==> config.mk <==
export PLATFORM = sky130hd
export DESIGN_NAME = conversor_bcd_resultado_flat
export DESIGN_NICKNAME = d
export VERILOG_FILES = /design/src/rtl/conversor_bcd_resultado_if.sv /design/src/rtl/conversor_bcd_resultado.sv /design/src/flat_wrapper.sv
export SDC_FILE = /design/constraint.sdc
export NUM_CORES = 1
export LEC_CHECK = 0
export BUFFER_PORTS_ARGS = -buffer_cell sky130_fd_sc_hd__clkbuf_2
export CORE_UTILIZATION = 45
export CTS_CLUSTER_DIAMETER = 120
export DETAILED_ROUTE_END_ITERATION = 8
export PLACE_DENSITY = 0.65
export SLEW_MARGIN = 20
export SYNTH_ARGS = -nofsm -noshare
export SYNTH_HDL_FRONTEND = slang
export SYNTH_SLANG_ARGS = --single-unit
==> constraint.sdc <==
create_clock -name ck -period 1.7 [get_ports ck]
set_clock_uncertainty 0.1 [all_clocks]
set_input_delay 0.085 -clock ck [delete_from_list [all_inputs] [get_ports ck]]
set_output_delay 0.085 -clock ck [all_outputs]
set_load 0.005 [all_outputs]
==> src/rtl/conversor_bcd_resultado_if.sv <==
// Handshake/bus bundle between the result producer and the BCD conversion stage.
// estado_dbg mirrors the converter FSM state for observation only.
interface conversor_bcd_resultado_if #(
  parameter int LARGURA = 16,
  parameter int DIGITOS = 5
);
  // valido is a request qualifier, not a valid/ready pair: it is sampled only
  // while the stage is idle (ocupado=0). A request seen while busy is dropped,
  // and completion is announced by a one-cycle pronto_bcd pulse.
  logic                   valido;
  logic [LARGURA-1:0]     Resultado;
  logic [4*DIGITOS-1:0]   digitos;
  logic                   negativo;
  logic                   ocupado;
  logic                   pronto_bcd;
  logic [1:0]             estado_dbg;

  modport master (
    output valido, Resultado,
    input  digitos, negativo, ocupado, pronto_bcd, estado_dbg
  );

  modport slave (
    input  valido, Resultado,
    output digitos, negativo, ocupado, pronto_bcd, estado_dbg
  );
endinterface

==> src/rtl/conversor_bcd_resultado.sv <==
// Captures Resultado and converts it to packed BCD with a sequential shift-add-3 engine.
// Optional macro SINAL_EN: treat Resultado as two's complement and report its sign.
module conversor_bcd_resultado #(
  parameter int LARGURA = 16,
  parameter int DIGITOS = 5
) (
  input  logic                    ck,
  input  logic                    rst,
  conversor_bcd_resultado_if.slave bus
);

  localparam int CW    = $clog2(LARGURA);
  localparam int W_BCD = 4 * DIGITOS;
  localparam logic [CW-1:0] CONT_ULT = CW'(LARGURA - 1);
  localparam logic [CW-1:0] CONT_UM  = CW'(1);

  typedef enum logic [1:0] {
    OCIOSO    = 2'd0,
    CONVERTE  = 2'd1,
    CONCLUIDO = 2'd2
  } estado_t;

  estado_t              estado_q,   estado_d;
  logic [LARGURA-1:0]   desl_q,     desl_d;
  logic [W_BCD-1:0]     bcd_q,      bcd_d;
  logic [CW-1:0]        cont_q,     cont_d;
  logic [W_BCD-1:0]     digitos_q,  digitos_d;
  logic                 negativo_q, negativo_d;
  logic                 sinal_q,    sinal_d;
  logic                 ocupado_q,  ocupado_d;
  logic                 pronto_q,   pronto_d;

  logic [LARGURA-1:0]   magnitude;
  logic                 sinal_ent;
  logic [W_BCD-1:0]     bcd_adj;
  logic [W_BCD-1:0]     bcd_sh;
  logic [LARGURA-1:0]   desl_sh;

`ifdef SINAL_EN
  // Negating 16'h8000 yields 16'h8000 again, which read as unsigned is 32768.
  always_comb begin
    sinal_ent = bus.Resultado[LARGURA-1];
    if (bus.Resultado[LARGURA-1])
      magnitude = (~bus.Resultado) + {{(LARGURA-1){1'b0}}, 1'b1};
    else
      magnitude = bus.Resultado;
  end
`else
  always_comb begin
    sinal_ent = 1'b0;
    magnitude = bus.Resultado;
  end
`endif

  // One double-dabble step: correct every nibble >= 5, then shift {bcd,desl} left.
  always_comb begin
    bcd_adj = bcd_q;
    for (int i = 0; i < DIGITOS; i++) begin
      if (bcd_q[4*i +: 4] >= 4'd5)
        bcd_adj[4*i +: 4] = bcd_q[4*i +: 4] + 4'd3;
    end
    {bcd_sh, desl_sh} = {bcd_adj[W_BCD-2:0], desl_q, 1'b0};
  end

  always_comb begin
    estado_d   = estado_q;
    desl_d     = desl_q;
    bcd_d      = bcd_q;
    cont_d     = cont_q;
    digitos_d  = digitos_q;
    negativo_d = negativo_q;
    sinal_d    = sinal_q;
    ocupado_d  = ocupado_q;
    pronto_d   = 1'b0;

    case (estado_q)
      OCIOSO: begin
        if (bus.valido) begin
          desl_d    = magnitude;
          bcd_d     = '0;
          cont_d    = '0;
          sinal_d   = sinal_ent;
          ocupado_d = 1'b1;
          estado_d  = CONVERTE;
        end
      end
      CONVERTE: begin
        desl_d = desl_sh;
        bcd_d  = bcd_sh;
        cont_d = cont_q + CONT_UM;
        if (cont_q == CONT_ULT) begin
          digitos_d  = bcd_sh;
          negativo_d = sinal_q;
          pronto_d   = 1'b1;
          estado_d   = CONCLUIDO;
        end
      end
      CONCLUIDO: begin
        ocupado_d = 1'b0;
        estado_d  = OCIOSO;
      end
      default: begin
        ocupado_d = 1'b0;
        estado_d  = OCIOSO;
      end
    endcase
  end

  // Reset also aborts a conversion in flight without announcing it.
  always_ff @(posedge ck) begin
    if (rst) begin
      estado_q   <= OCIOSO;
      desl_q     <= '0;
      bcd_q      <= '0;
      cont_q     <= '0;
      digitos_q  <= '0;
      negativo_q <= 1'b0;
      sinal_q    <= 1'b0;
      ocupado_q  <= 1'b0;
      pronto_q   <= 1'b0;
    end else begin
      estado_q   <= estado_d;
      desl_q     <= desl_d;
      bcd_q      <= bcd_d;
      cont_q     <= cont_d;
      digitos_q  <= digitos_d;
      negativo_q <= negativo_d;
      sinal_q    <= sinal_d;
      ocupado_q  <= ocupado_d;
      pronto_q   <= pronto_d;
    end
  end

  assign bus.digitos    = digitos_q;
  assign bus.negativo   = negativo_q;
  assign bus.ocupado    = ocupado_q;
  assign bus.pronto_bcd = pronto_q;
  assign bus.estado_dbg = estado_q;

endmodule

==> src/flat_wrapper.sv <==
// flat-port wrapper written by rule: the top's interface ports become plain ports
module conversor_bcd_resultado_flat 
#(
  parameter int LARGURA = 16,
  parameter int DIGITOS = 5
)
  (ck, rst, bus_valido, bus_Resultado, bus_digitos, bus_negativo, bus_ocupado, bus_pronto_bcd, bus_estado_dbg);
  conversor_bcd_resultado_if #(.LARGURA(LARGURA), .DIGITOS(DIGITOS)) bus_i ();
  input  logic ck;
  input  logic rst;
  input wire logic [$bits(bus_i.valido)-1:0] bus_valido;
  input wire logic [$bits(bus_i.Resultado)-1:0] bus_Resultado;
  output wire logic [$bits(bus_i.digitos)-1:0] bus_digitos;
  output wire logic [$bits(bus_i.negativo)-1:0] bus_negativo;
  output wire logic [$bits(bus_i.ocupado)-1:0] bus_ocupado;
  output wire logic [$bits(bus_i.pronto_bcd)-1:0] bus_pronto_bcd;
  output wire logic [$bits(bus_i.estado_dbg)-1:0] bus_estado_dbg;
  assign bus_i.valido = bus_valido;
  assign bus_i.Resultado = bus_Resultado;
  assign bus_digitos = bus_i.digitos;
  assign bus_negativo = bus_i.negativo;
  assign bus_ocupado = bus_i.ocupado;
  assign bus_pronto_bcd = bus_i.pronto_bcd;
  assign bus_estado_dbg = bus_i.estado_dbg;
  conversor_bcd_resultado #(.LARGURA(LARGURA), .DIGITOS(DIGITOS)) u_core (.ck(ck), .rst(rst), .bus(bus_i));
endmodule
==> Flow_metrics.wiki, run 1 <==
{| class="wikitable"
! Metric !! Value
|-
| H-tree lvl count || 3
|-
| Cells after Synth || 360
|-
| Upper clock frequency limit || 630.2 MHz
|-
| N_diodes || 0
|-
| Hold violation total from the final report || 0
|-
| Half-perimeter wire length after placement || 4.570 mm
|-
| CP Capture Type || flip-flop
|-
| Number of standard cells in the final layout excluding fillers || just under 500
|-
| Logic gate share of total power || approximately 8.1%
|-
| Floorplan die width || 84.69 µm
|-
| Final global-route overflow total || 0
|-
| Via count || 2612
|-
| Most area-consuming cells after synthesis || dfxtp_1 (42%), nor2_1 (6.8%), a21oi_1 (6.0%), nor3b_1 (4.6%), ha_1 (4.5%)
|-
| Power Density || 855.0 nW/µm²
|-
| Initial antenna violation count || 0
|-
| Cell accounting for the most synthesized area || dfxtp_1
|-
| Fillers || 600
|-
| Final Slew Violations || 0
|-
| Dominant delay contributor by cell family on the critical path || flip-flops
|-
| Count of standard-cell rows || 29
|-
| Setup repair after global routing missed its margin || false
|-
| Via/cell ratio || ~5.4
|-
| Floorplan core area || 6459 µm²
|-
| Number of flops mapped to enable cells by yosys || 0
|-
| Starting Density || ~48%
|-
| Post-route fraction of the period consumed by the critical path || 93.34%
|-
| Arrival @ worst endpoint || 1.77 ns
|-
| First-pass GRT wire length || 11.19 mm
|-
| Top cell type's share of synthesized area || 41.64%
|-
| Share of total power in sequential cells || between 50% and 60%
|-
| Cells after DPL || 470
|-
| Minimum clock period || about 1.6 ns
|-
| Port Buf Inserts || 42
|-
| Worst endpoint required time || 1.88 ns
|-
| Pre-Repair DR Iteration Count || 7
|-
| DRC viols || 3
|-
| Pin count of the biggest net entering global routing || 34
|-
| Post-synth ARST share || 0%
|-
| Max cap viols || 0
|-
| Worst skew pair latency || 0.34 ns
|-
| Kind of start point of the critical path || flip-flop
|-
| Total die area || just over 7000 µm²
|-
| Highest cell delay on the worst timing path || 0.38 ns
|-
| Final setup violating endpoints || 0
|-
| Overall fraction of global-route tracks in use || around a fifth
|-
| Post-Syn Nets || 390
|-
| Clock slew seen by the registers of the worst setup and hold paths || around 0.06 ns
|-
| Number of global-route vias before repair || 2468
|-
| CTS tree || yes
|-
| Internal portion of total power || between 2 and 2.5 mW
|-
| Category of the critical setup timing path || reg2reg
|-
| Yosys reg bits || 64
|-
| Unique masters post-synth || 38
|-
| List of cells traversed by the critical path || inv_1 > ha_1 > nand2b_1 > a21o_1 > mux2i_1 > a22o_1
|-
| RD Place Congestion || 0.7792
|-
| Sequential fraction of the synthesis area || 41.64%
|-
| Violations in the final reports || DRC
|-
| Count leader, synth || dfxtp_1
|-
| Power share of the clock group || 41.0%
|-
| Clock net sink count || 64
|-
| Root Buffer || clkbuf_8
|-
| Layout overhead on the synthesized area || 17.24%
|-
| Setup_tns || 0 ns
|-
| Final routed wirelength across all metal layers || 6.582 mm
|-
| Antenna Violating Nets Remaining || 0
|-
| Class of the most critical hold timing path || in2reg
|-
| Leading register cell type out of synthesis || dfxtp_1
|-
| Per-cell routed wire length || 13.54 µm
|-
| Number of warnings issued by yosys || 0
|-
| Critical Path Fanout Max || 5
|-
| Clock buffers created by TritonCTS || 9
|-
| Switching power summed over all nets || 735.1 µW
|-
| Share of layout cells above drive strength 1 || 22.00%
|-
| Leakage power || 1.567 nW
|-
| Fin nets || 435
|-
| Number of buffers and inverters on the critical path || 1
|-
| Worst ir drop on vdd || 0.4749 mV
|-
| Post-synthesis instance area || 3077 µm²
|-
| Boundary pin count || 44
|-
| Outcome || finished, violations left
|-
| Clock tree buffer depth || 2
|-
| Share of total power consumed by net switching || 23.84%
|-
| Height of the die || between 80 and 90 µm
|-
| Syn avg cell area || 8.546 µm²
|-
| Iteration-0 DRC count of the detailed router || 175
|-
| Slowest cell on the critical path || dfxtp_1
|-
| Most frequent cells after synthesis || dfxtp_1 (64), nor2_1 (56), a21oi_1 (37)
|}
-- cells in the final DEF, fill, tap and decap left out, types with 5 or more instances in the layout --
cell type	count
clkbuf_2	42
a2111oi_0	5
a21oi_1	37
nor3b_1	19
ha_1	11
nor2_1	56
xnor2_1	5
nor2b_1	7
a22o_1	10
buf_4	15
o21ai_0	14
a21o_1	14
nand2_1	9
nand2b_1	5
inv_1	20
clkbuf_8	10
nand3_1	7
o221a_2	8
a211oi_1	8
nor3_1	11
dfxtp_1	63
-- through the flow --
stage / setup WS, ns / power (mW) / util (%) / hold slack, ns / instance area, µm²
3_5_place_dp: 0.1030 / 1.851 / 52.56 / 0.3524 / 3395
6_report: 0.1132 / 3.084 / 55.85 / 0.03677 / 3607
2_1_floorplan: 0.1683 / 1.764 / - / 0.2692 / 3077
3_3_place_gp: 0.1445 / 1.847 / 52.56 / 0.3596 / 3395
4_1_cts: 0.08592 / 3.120 / 55.44 / 0.01895 / 3581
5_1_grt: 0.001524 / 3.208 / 55.85 / 0.08461 / 3607
-- final timing paths --
| check | from | end | slack (ns) | cells past startpoint |
|---|---|---|---|---|
| max | u_core.bcd_q[0] | u_core.bcd_q[2] | 0.11 | 6 |
| min | bus_valido | u_core.bus.ocupado | 0.04 | 3 |
| max reg2reg | u_core.bcd_q[0] | u_core.bcd_q[2] | 0.11 | 6 |
| min reg2reg | u_core.bus.digitos[0] | u_core.bus.digitos[0] | 0.36 | 2 |
-- state kept, by name, indices dropped and copies added, names as in the netlist --
name and count:
u_core.bus.ocupado 1, u_core.desl_q 16, u_core.bus.estado_dbg 2, u_core.cont_q 4
u_core.bus.pronto_bcd 1, u_core.bcd_q 20, u_core.bus.digitos 20
-- layout make-up --
type                       instances  area (µm²)  area share, %
multi-input combinational        250        1584          43.91
inverter                          20       75.07          2.081
clock buffer                      11       141.4          3.920
timing repair buffer              60       382.9          10.61
sequential                        64        1282          35.55
clock inverter                     4       45.04          1.249
tap                               77       96.34          2.671
-- timing repair --
action | in CTS | in global routing
setup buffers | 0 | 1
hold buffers | 0 | 0
gates resized for setup | 0 | 3
setup endpoints to repair | 0 | 12
-- layer usage --
layer / wire (µm) / share of wire (%) / global-route usage, %
met5: 0 / 0 / 0
met4: 128 / 1.9 / 9.707
met3: 280 / 4.3 / 3.540
met2: 2916 / 44 / 30.52
met1: 3257 / 49 / 26.41
-- cell families (layout without fill, tap and decap cells) --
group           after synthesis  count (layout)  share of synthesized area, %
xor+xnor                      5               5                         1.423
fa+ha+maj                    11              11                         4.473
mux                           6               6                         1.993
compound gates              105             105                         23.10
simple gates                122             122                         20.21
flops                        64              64                         41.64
other cells                   1               1                        0.1219
buf+inv                      46              95                         7.035
-- power by group through the flow --
stage | logic (mW) | registers (mW) | clock network, mW
final | 0.250 | 1.57 | 1.27
after global routing | 0.282 | 1.57 | 1.35
after CTS | 0.250 | 1.57 | 1.30
after floorplan | 0.169 | 1.60 | 0
after global placement | 0.246 | 1.60 | 0
after detailed placement | 0.249 | 1.60 | 0
-- worst min-delay path, stage by stage --
cell and delay, ns:
clkbuf_2 0.14, a21oi_1 0.16, nor3_1 0.05
No activity file was read; power rests on OpenSTA's default activity.
==> inputs of run 2 (changes only) <==
Settings changed: PLACE_DENSITY 0.65 to unset, PLACE_DENSITY_LB_ADDON set to 0.15.
==> Flow_metrics.wiki, run 2 (synthesis gave the netlist of run 1 again) <==
{| class="wikitable"
! Metric !! Value
|-
| Post-route total power || 2.981 mW
|-
| Final routed wirelength across all metal layers || between 6 and 7 mm
|-
| Pre-Repair DR Iteration Count || 6
|-
| Area after DPL || roughly 3400 µm²
|-
| Max cap viols || 0
|-
| Dominant delay contributor by cell family on the critical path || simple AND/OR/NAND/NOR gates
|-
| Leakage power || 1.553 nW
|-
| Worst skew pair latency || 0.34 ns
|-
| Total die area || a little over 7000 µm²
|-
| Most common cell after layout, fill and taps aside || dfxtp_1
|-
| Final global-route overflow total || 0
|-
| Worst setup slack before clock tree synthesis || 0.04277 ns
|-
| Clock tree buffer depth || 2
|-
| Post-route fraction of the period consumed by the critical path || 93.01%
|-
| Number of buffers and inverters on the critical path || 1
|-
| Worst ir drop on vdd || 0.6065 mV
|-
| Power Density || 822.1 nW/µm²
|-
| Capture endpoint of the worst hold path || u_core.desl_q[6]
|-
| First-pass GRT wire length || 11.21 mm
|-
| Final Slew Violations || 0
|-
| N_diodes || 0
|-
| Clock net sink count || 64
|-
| Number of standard cells in the final layout excluding fillers || about 490
|-
| Clock buffers created by TritonCTS || 9
|-
| Arrival @ worst endpoint || 1.71 ns
|-
| Number of global-route vias before repair || 2350
|-
| Class of the most critical hold timing path || in2reg
|-
| Cells after DPL || between 400 and 500
|-
| Share of layout cells above drive strength 1 || 22.68%
|-
| CP Capture Type || flip-flop
|-
| List of cells traversed by the critical path || ha_2 > nand3_2 > or2_4 > buf_4 > a211oi_1 > nor3_1
|-
| Highest cell delay on the worst timing path || 0.34 ns
|-
| Setup_tns || 0 ns
|-
| Via/cell ratio || 5.435
|-
| Overall fraction of global-route tracks in use || roughly a fifth
|-
| Category of the critical setup timing path || reg2reg
|-
| Iteration-0 DRC count of the detailed router || 126
|-
| Worst endpoint required time || 1.83 ns
|-
| Via count || 2647
|-
| Port Buf Inserts || 42
|-
| Starting Density || a little under half
|-
| Kind of start point of the critical path || flip-flop
|-
| Count of standard-cell rows || 29
|-
| Violations in the final reports || DRC
|-
| Layout overhead on the synthesized area || 17.85%
|-
| Clock slew seen by the registers of the worst setup and hold paths || 0.07 ns
|-
| Floorplan die width || 84.69 µm
|-
| Reg-to-reg setup timing slack || 0.12 ns
|-
| Boundary pin count || between 40 and 50
|-
| RD Place Congestion || just under 0.8
|-
| Slowest cell on the critical path || dfxtp_1
|-
| Final design utilization || 56.14%
|-
| Worst min-delay path startpoint || bus_Resultado[6]
|-
| Worst hold slack across all endpoints || about 0.052 ns
|-
| DRC viols || 3
|-
| Worst flop-to-flop path endpoint || u_core.bus.digitos[7]
|-
| CTS tree || yes
|-
| Upper clock frequency limit || 632.4 MHz
|-
| Root Buffer || clkbuf_8
|-
| Worst hold path cell count || 5
|-
| Antenna Violating Nets Remaining || 0
|-
| Half-perimeter wire length after placement || 4.583 mm
|-
| H-tree lvl count || 3
|-
| Highest-count cells in the layout ignoring fill and taps || dfxtp_1 (63), nor2_1 (56), clkbuf_2 (42)
|-
| Per-cell routed wire length || 13.64 µm
|-
| Cell area after layout || between 3000 and 4000 µm²
|-
| Final setup violating endpoints || 0
|-
| Minimum clock period || 1.581 ns
|-
| Fin nets || 435
|-
| Startpoint of the worst register-to-register path || u_core.cont_q[0]
|-
| Outcome || finished, violations left
|-
| Worst Setup Slack, final || 0.1188 ns
|-
| Hold violation total from the final report || 0
|-
| Floorplan core area || 6459 µm²
|-
| Height of the die || 84.69 µm
|-
| Reg2reg path depth || 6
|-
| Pin count of the biggest net entering global routing || 34
|-
| Setup repair after global routing missed its margin || false
|-
| Critical Path Fanout Max || 4
|-
| Initial antenna violation count || 0
|}
==> run 2: changes by cell type in the layout (fill, tap and decap cells not counted), sizes merged <==
cell / previous run / this run
dlygate4sd3: 0 / 1
clkinv: 3 / 2
bufinv: 1 / 0
buf: 18 / 17
clkinvlp: 0 / 3
==> run 2: worst reg2reg max path: stages, from the launching register on <==
cell      delay (ns)
dfxtp_1         0.34
ha_2            0.20
nand3_2         0.13
or2_4           0.28
buf_4           0.15
a211oi_1        0.20
nor3_1          0.07
==> run 2: where the power goes <==
part / internal [mW] / switching (mW) / total (mW) / leakage (nW)
logic: 0.114 / 0.149 / 0.263 / 0.951
clock network: 0.563 / 0.586 / 1.15 / 0.0813
registers: 1.54 / 0.0284 / 1.57 / 0.521
==> run 2: repair_timing <==
action | CTS | global route
gates resized for setup | 0 | 8
hold buffers | 1 | 0
setup buffers | 0 | 0
hold endpoints to repair | 5 | 0
setup endpoints to repair | 0 | 17
==> run 2: worst max-delay path by stage <==
| stage | end | slack [ns] | cells past startpoint | from |
|---|---|---|---|---|
| after floorplan | u_core.bus.digitos[15] | 0.17 | 7 | u_core.bus.estado_dbg[1] |
| after global placement | u_core.bus.digitos[3] | 0.08 | 6 | u_core.cont_q[1] |
| after detailed placement | u_core.bus.digitos[7] | 0.04 | 6 | u_core.cont_q[1] |
| after CTS | u_core.bus.digitos[7] | 0.03 | 6 | u_core.cont_q[1] |
| after global routing | u_core.bcd_q[18] | 0.007 | 6 | u_core.bcd_q[16] |
| final | u_core.bus.digitos[7] | 0.12 | 6 | u_core.cont_q[0] |
==> run 2: layer usage <==
| metal | track usage, % | share of wire (%) |
|---|---|---|
| met1 | 26.04 | 48 |
| met2 | 32.00 | 45 |
| met3 | 5.703 | 4.9 |
| met4 | 8.012 | 1.7 |
| met5 | 0 | 0 |
==> run 2: final cells by class <==
cell class,count,area (µm²)
fill,611,2833
multi-input combinational,250,1600
sequential,64,1282
timing repair buffer,60,397.9
clock buffer,11,141.4
tap,77,96.34
inverter,20,75.07
clock inverter,5,32.53
